**src/rtl/imem_boot_ctrl_pkg.sv**
```systemverilog
// Shared constants and types for the instruction-memory boot loader.
// MEM_BYTES/ADDR_W are also consumed by the instruction memory itself.
package imem_boot_ctrl_pkg;

    localparam int MEM_BYTES = 64;
    localparam int ADDR_W    = $clog2(MEM_BYTES);
    localparam int LEN_W     = ADDR_W + 1;

    localparam logic [LEN_W-1:0] LEN_MAX = LEN_W'(MEM_BYTES);

    typedef enum logic [2:0] {
        ST_IDLE,
        ST_LOAD,
        ST_CHK,
        ST_FILL,
        ST_RUN,
        ST_ERR
    } state_e;

    typedef struct packed {
        logic              we;
        logic [ADDR_W-1:0] addr;
        logic [7:0]        wdata;
    } mem_wr_t;

    function automatic logic len_ok(input logic [LEN_W-1:0] len);
        return (len != '0) && (len <= LEN_MAX);
    endfunction

endpackage

```
**src/rtl/imem_boot_ctrl_xor_checksum_8.sv**
```systemverilog
// Running XOR of accepted program bytes; cleared at the start of each load.
module xor_checksum_8 (
    input  logic       clk,
    input  logic       reset,
    input  logic       clear_i,
    input  logic       en_i,
    input  logic [7:0] data_i,
    output logic [7:0] acc_o
);

    logic [7:0] acc_q;

    always_ff @(posedge clk or negedge reset) begin
        if (!reset) begin
            acc_q <= '0;
        end else if (clear_i) begin
            acc_q <= '0;
        end else if (en_i) begin
            acc_q <= acc_q ^ data_i;
        end
    end

    assign acc_o = acc_q;

endmodule

```
**src/rtl/imem_boot_ctrl.sv**
```systemverilog
// Boot loader: streams a program into instruction memory, checks an XOR
// checksum, zero-fills the tail and releases the core reset on success.
module imem_boot_ctrl
    import imem_boot_ctrl_pkg::*;
(
    input  logic              clk,
    input  logic              reset,
    input  logic              load_start,
    input  logic [LEN_W-1:0]  load_len,
    input  logic              s_valid,
    input  logic [7:0]        s_data,
    output logic              s_ready,
    output logic              mem_we,
    output logic [ADDR_W-1:0] mem_addr,
    output logic [7:0]        mem_wdata,
    output logic              core_rst_n,
    output logic              busy,
    output logic              load_err
);

    state_e           state_q, state_d;
    logic [LEN_W-1:0] idx_q, idx_d;
    logic [LEN_W-1:0] len_q, len_d;
    mem_wr_t          wr_q, wr_d;
    logic             s_ready_q, busy_q, load_err_q, core_rst_n_q;

    logic             start_req;
    logic             accept;
    logic [7:0]       csum;

    // Loads may only be (re)started from a quiescent state.
    assign start_req = load_start && (state_q inside {ST_IDLE, ST_RUN, ST_ERR});
    assign accept    = s_valid && s_ready_q;

    xor_checksum_8 u_csum (
        .clk     (clk),
        .reset   (reset),
        .clear_i (start_req),
        .en_i    ((state_q == ST_LOAD) && accept),
        .data_i  (s_data),
        .acc_o   (csum)
    );

    always_comb begin
        state_d  = state_q;
        idx_d    = idx_q;
        len_d    = len_q;
        wr_d     = '{we: 1'b0, addr: wr_q.addr, wdata: wr_q.wdata};

        unique case (state_q)
            ST_IDLE, ST_RUN, ST_ERR: begin
                if (start_req) begin
                    if (len_ok(load_len)) begin
                        state_d = ST_LOAD;
                        idx_d   = '0;
                        len_d   = load_len;
                    end else begin
                        state_d = ST_ERR;
                    end
                end
            end
            ST_LOAD: begin
                if (accept) begin
                    wr_d.we    = 1'b1;
                    wr_d.addr  = idx_q[ADDR_W-1:0];
                    wr_d.wdata = s_data;
                    idx_d      = idx_q + LEN_W'(1);
                    if (idx_d == len_q) begin
                        state_d = ST_CHK;
                    end
                end
            end
            ST_CHK: begin
                if (accept) begin
                    if (s_data != csum) begin
                        state_d = ST_ERR;
                    end else if (len_q == LEN_MAX) begin
                        state_d = ST_RUN;
                    end else begin
                        // First fill write issues on the checksum edge so the tail
                        // follows without a bubble.
                        state_d    = ST_FILL;
                        wr_d.we    = 1'b1;
                        wr_d.addr  = len_q[ADDR_W-1:0];
                        wr_d.wdata = 8'h00;
                        idx_d      = len_q + LEN_W'(1);
                    end
                end
            end
            ST_FILL: begin
                if (idx_q == LEN_MAX) begin
                    state_d = ST_RUN;
                end else begin
                    wr_d.we    = 1'b1;
                    wr_d.addr  = idx_q[ADDR_W-1:0];
                    wr_d.wdata = 8'h00;
                    idx_d      = idx_q + LEN_W'(1);
                end
            end
            default: begin
                state_d = ST_IDLE;
            end
        endcase
    end

    always_ff @(posedge clk or negedge reset) begin
        if (!reset) begin
            state_q      <= ST_IDLE;
            idx_q        <= '0;
            len_q        <= '0;
            wr_q         <= '0;
            s_ready_q    <= 1'b0;
            busy_q       <= 1'b0;
            load_err_q   <= 1'b0;
            core_rst_n_q <= 1'b0;
        end else begin
            state_q      <= state_d;
            idx_q        <= idx_d;
            len_q        <= len_d;
            wr_q         <= wr_d;
            s_ready_q    <= state_d inside {ST_LOAD, ST_CHK};
            busy_q       <= state_d inside {ST_LOAD, ST_CHK, ST_FILL};
            load_err_q   <= (state_d == ST_ERR);
            core_rst_n_q <= (state_d == ST_RUN);
        end
    end

    assign s_ready    = s_ready_q;
    assign mem_we     = wr_q.we;
    assign mem_addr   = wr_q.addr;
    assign mem_wdata  = wr_q.wdata;
    assign core_rst_n = core_rst_n_q;
    assign busy       = busy_q;
    assign load_err   = load_err_q;

endmodule

```
**config.mk**
```make
export PLATFORM = sky130hd
export DESIGN_NAME = imem_boot_ctrl
export DESIGN_NICKNAME = d
export VERILOG_FILES = /design/src/rtl/imem_boot_ctrl_pkg.sv /design/src/rtl/imem_boot_ctrl_xor_checksum_8.sv /design/src/rtl/imem_boot_ctrl.sv
export SDC_FILE = /design/constraint.sdc
export NUM_CORES = 1
export LEC_CHECK = 0
export ABC_AREA = 1
export CELL_PAD_IN_SITES_DETAIL_PLACEMENT = 0
export CELL_PAD_IN_SITES_GLOBAL_PLACEMENT = 1
export CORE_ASPECT_RATIO = 2
export CORE_MARGIN = 2
export CORE_UTILIZATION = 39
export DETAILED_ROUTE_END_ITERATION = 12
export GPL_TIMING_DRIVEN = 0
export PLACE_DENSITY = 0.86
export SKIP_CTS_REPAIR_TIMING = 1
export SLEW_MARGIN = 20
export SYNTH_ARGS = -nofsm -noshare
export SYNTH_HDL_FRONTEND = slang
export SYNTH_SLANG_ARGS = --single-unit
```
**constraint.sdc**
```tcl
create_clock -name clk -period 1.84 [get_ports clk]
set_input_delay 0.184 -clock clk [delete_from_list [all_inputs] [get_ports clk]]
set_output_delay 0.184 -clock clk [all_outputs]
set_load 0.01 [all_outputs]
```
==> flow_summary.ini, run 1 <==
[placed_design]
io_buffers = 37
dp.final_hpwl_microns = 4979
place_congestion = 0.8505

[sta]
fin_worst_skew_ps = 3.870
fin_tns_setup_ps = -187.5
tightest_slew_ps = 362.1
min_period_ps = 1893
hold_viol = 0
setup_ws_ps = -53.37
finalMaxSlewViolations = 0
finalCritPeriodShare_pct = 102.9
setup_viol_count_final = 5
rsz0062_at_grt = yes
fmax_ghz = 0.5282
slew-limit-headroom_pct = 75.86
fin_hold_ws_ps = 340.0

[logic_synthesis]
syn_area_per_cell_sq_um = 7.485
synthCells = 335
ys_warn_count = 0
synth_area_sq_um = 2507
ys_ff_latch = 44
synth_nets = 358
ys_seq_area_share_pct = 43.91
ys_top_cells_by_area = dfrtp_1, nand2_1, nand3_1
synth_cell_types = 30
yosysTopAreaCellShare_pct = 43.91
synth_top_cell_by_area = dfrtp_1

[grt]
grt_max_degree = 32
grt-ovfl-total = 0
antenna_found_initial = 0
grt_pass1_vias = 2225
grt_pass1_wl_microns = 10370
grt_util_all_layers_pct = 19.36

[pwr]
internal_power_mw = 3.175
combPwrFrac_pct = 52.6
ir_drop_v = 0.0005176
p_seq_share_pct = 32.2
clkPwrFrac_pct = 15.2
netSwitchingFraction_pct = 42.41
powerDensity_nw_per_um2 = 1622
power_leakage_nw = 1.595
switching_power_mw = 2.338

[detailed_routing]
wire_per_inst_microns = 13.67
postRouteAntennaNets = 0
drc_errors = 0
drtPass1Iterations = 4
vias = 2369
wirelength_microns = 6522
vias_per_cell = 4.966
drt_iter0_drc = 74

[die]
rows = 41
fp.dieArea_sq_um = 7125
start_util_pct = 40.06
die_h_microns = 117.4
pin_count = 38
core_sq_um = 6259
die_x_microns = 60.70

[worst_setup_path]
crit_type = reg -> reg
arrival_ps = 2070
reg2regPathDepth = 13
cp-start-kind = flip-flop
worstPathRequired_ps = 2020
cp_max_fo = 5
cp-end-kind = flip-flop

[cells_and_area]
antenna_cells = 0
area.growth.synth_to_final_pct = 35.53
nets = 414
drive_gt1_share_pct = 21.23
nFillCells = 640

[cts]
max-clock-path-buffers = 2
tritoncts = yes
cts_sinks = 44
clk_latency_ps = 290
clk_pin_slew_ps = 60
numCtsBuffers = 5
htreeDepth = 2
root_buffer = clkbuf_16

[outcome]
violations = negative setup slack
status = complete, but fails checks

[flow_run]
maxCapViolCount = 0

[worst_hold_path]
hold_path.class = in -> async
-- layout make-up --
cell class	count	area [sq um]	area share [%]
multi-input combinational	245	1373	40.39
sequential	44	1107	32.58
timing repair buffer	49	485.5	14.29
inverter	43	163.9	4.823
clock buffer	6	128.9	3.792
tap	86	107.6	3.166
buffer	3	27.53	0.8100
clock inverter	1	5.005	0.1473
-- worst max-delay path, stage by stage (launching register included) --
cell and delay (ps):
dfrtp_2 450, inv_4 70, ha_4 270, inv_2 40, a21oi_2 130, nand3_1 90, nor2_1 120, nand2_1 70
nor2_2 150, nand2_1 110, nand2_2 90, nand2_4 80, nor2_2 80, nor2_1 40
-- metrics by stage --
stage               util, %  instance area [sq um]  instances  total power, mW  setup WS, ps
finish                54.30                   3398        477            5.513        -53.37
CTS                   50.08                   3134        466            4.958        -186.9
floorplan                 -                   2507        335            3.236         173.3
detailed placement    47.94                   3000        459            4.097        -252.4
global route          54.30                   3398        477            5.944        -147.2
global placement      47.70                   2985        458            4.053        -620.9
-- cells by family after synthesis --
kind of cell	share of synthesized area, %
DFF	43.91
xor gates and xnor gates	2.795
buffers and inverters	7.385
AOI/OAI and AO/OA	10.08
and+or+nand+nor	33.83
adders and majority gates	1.996
-- registers in the layout (all words and copies together) (netlist names) --
register	flops
len_q	7
core_rst_n	1
mem_addr	6
u_csum.acc_o	8
load_err	1
idx_q	7
state_q	3
mem_wdata	8
s_ready	1
busy	1
mem_we	1
-- worst paths after layout --
kind,from,end,slack (ps)
hold reg to reg,mem_wdata[1],mem_wdata[1],470
hold / removal,reset,idx_q[6],340
max in group asynchronous,reset,idx_q[1],1010
min in group clk,mem_wdata[1],mem_wdata[1],470
setup / recovery,idx_q[0],busy,-50
setup reg to reg,idx_q[0],busy,-50
-- Yosys cell counts --
library cell  number
nand2_1          107
dfrtp_1           44
inv_1             33
nand3_1           30
nor2_1            24
o21ai_0           19
o21ai_1           11
inv_2              9
o22ai_1            8
a21oi_1            7
xnor2_1            7
ha_1               4
nor2_2             4
nand2_2            3
nand3_2            3
nand4_1            3
nor2_4             3
nand2_4            2
nor3_1             2
nor3_2             2
and2_2             1
buf_2              1
buf_4              1
buf_6              1
clkinv_1           1
nand3b_1           1
nand4_2            1
o21ai_2            1
o32ai_1            1
xor2_1             1
-- power by group through the flow --
stage	clock network [mW]	registers (mW)	logic (mW)
after CTS	0.864	1.72	2.38
final	0.835	1.78	2.90
after global routing	0.898	1.84	3.21
after global placement	0	1.72	2.34
after detailed placement	0	1.73	2.37
after floorplan	0	1.76	1.48
-- cell usage in the layout (no fill, tap or decap), types with 7 or more instances in the layout --
master           instances
inv_2                   12
nand2_1                103
dfrtp_1                 39
clkdlybuf4s50_1         36
o21ai_0                 18
nand3_1                 28
inv_1                   29
o22ai_1                  8
nor2_1                  21
o21ai_1                  7
nor2_2                   7
-- layer usage --
metal  track usage [%]  up-vias  wire, microns
met5                 0        -              0
met4             9.103        0            234
met3             2.646       14            177
met2             34.74       58           3737
met1             20.86     1108           2373
li1                  -     1189              -
Power figures use the tool's default switching activity.
==> inputs of run 2 (changes only) <==
--- a/config.mk
+++ b/config.mk
@@ -14,6 +14,7 @@
 export DETAILED_ROUTE_END_ITERATION = 12
 export GPL_TIMING_DRIVEN = 0
 export PLACE_DENSITY = 0.86
+export REMOVE_ABC_BUFFERS = 1
 export SKIP_CTS_REPAIR_TIMING = 1
 export SLEW_MARGIN = 20
 export SYNTH_ARGS = -nofsm -noshare
==> flow_summary.ini, run 2 (same netlist as run 1, synthesis figures left out) <==
[cts]
clk_latency_ps = 290
max-clock-path-buffers = 2
clk_pin_slew_ps = 60
root_buffer = clkbuf_16
cts_sinks = 44
numCtsBuffers = 5
tritoncts = yes
htreeDepth = 2

[sta]
hold_viol = 0
finalCritPeriodShare_pct = 99.39
fin_tns_setup_ps = 0
fin_worst_skew_ps = 5.625
min_period_ps = 1829
rsz0062_at_grt = yes
tightest_slew_ps = 405.6
slew-limit-headroom_pct = 72.68
setup_viol_count_final = 0
fmax_ghz = 0.5468
finalMaxSlewViolations = 0

[die]
rows = 41
start_util_pct = 40.06
pin_count = 38
die_h_microns = 117.4
die_x_microns = 60.70
core_sq_um = 6259
fp.dieArea_sq_um = 7125

[detailed_routing]
drtPass1Iterations = 4
vias = 2291
drt_iter0_drc = 142
wirelength_microns = 6410
vias_per_cell = 4.823
wire_per_inst_microns = 13.49
drc_errors = 0
postRouteAntennaNets = 0

[worst_setup_path]
cp-start-kind = flip-flop
arrival_ps = 2060
crit_type = reg -> reg
worstPathRequired_ps = 2070
cp-end-kind = flip-flop
cp_max_fo = 5

[flow_run]
maxCapViolCount = 0

[placed_design]
dp.final_hpwl_microns = 4991
io_buffers = 37
place_congestion = 0.8849

[worst_hold_path]
hold_path.class = in -> async

[outcome]
status = completed

[cells_and_area]
antenna_cells = 0
drive_gt1_share_pct = 18.51
final_common_cell = nand2_1
area.growth.synth_to_final_pct = 33.78
final_cell_mix = nand2_1, dfrtp_1, clkdlybuf4s50_1, inv_1, nand3_1
nFillCells = 628
utilization_pct = 53.60
nets = 411

[pwr]
power.total_mw = 5.555
power_leakage_nw = 1.581
powerDensity_nw_per_um2 = 1656
ir_drop_v = 0.0006057

[grt]
antenna_found_initial = 0
grt_pass1_vias = 2143
grt-ovfl-total = 0
grt_pass1_wl_microns = 10070
grt_max_degree = 32
grt_util_all_layers_pct = 19.11
-- run 2: cell count changes in the layout (fill, tap and decap cells not counted), moves of 2 or more --
cell      delta
xnor2_2      -4
buf_6        -6
clkbuf_8     +2
nor3_4       -2
o21ai_1      +5
nor3_2       +2
o21ai_2      -5
xnor2_1      +4
buf_4        +3
-- run 2: final cells by class --
cell class              instances  area (sq um)  share of cell area [%]
inverters                      43         166.4                   4.961
well taps                      86         107.6                   3.208
clock inverters                 1         30.03                  0.8952
repair buffers                 49         483.0                   14.40
clock buffers                   7         152.6                   4.551
flip-flops and latches         44          1106                   32.97
multi-input cells             245          1309                   39.02
-- run 2: worst max-delay path: stages (launching register included) --
cell      delay (ps)
dfrtp_2          450
inv_2            100
ha_4             140
nand2_2           50
nor3_2           170
nand3_2          140
nand3b_1         210
a21oi_2          200
nand2_4          110
inv_2             70
nand2_1           50
nand2_1           70
-- run 2: metrics by stage --
step | instance area, sq um | hold WS (ps) | cells | worst slack (ps)
2_1_floorplan | 2484 | -111.6 | 332 | 173.3
5_1_grt | 3354 | 370.9 | 475 | -124.4
6_report | 3354 | 322.4 | 475 | 11.21
3_3_place_gp | 2962 | 452.5 | 455 | -565.4
3_5_place_dp | 2977 | 112.8 | 456 | -180.4
4_1_cts | 3159 | -198.2 | 464 | -132.9
-- run 2: worst paths after layout --
check	slack, ps	start	to	cells past startpoint
max reg2reg	10	len_q[1]	s_ready	11
max in group asynchronous	1020	reset	len_q[1]	3
min in group clk	470	mem_wdata[0]	mem_wdata[0]	2
min	320	reset	mem_addr[3]	2
max	10	len_q[1]	s_ready	11
min reg2reg	470	mem_wdata[0]	mem_wdata[0]	2
-- run 2: where the power goes --
group / switching, mW / leakage, nW / internal, mW
combinational: 1.52 / 0.939 / 1.17
sequential: 0.381 / 0.552 / 1.39
clock: 0.381 / 0.0901 / 0.715
total: 2.28 / 1.58 / 3.27
-- run 2: per-layer routing --
metal / vias up / track usage (%) / share of wire [%]
li1: 1180 / - / -
met1: 1056 / 18.41 / 36
met2: 43 / 36.96 / 59
met3: 12 / 2.756 / 2.7
met5: - / 0 / 0
met4: 0 / 7.609 / 2.5
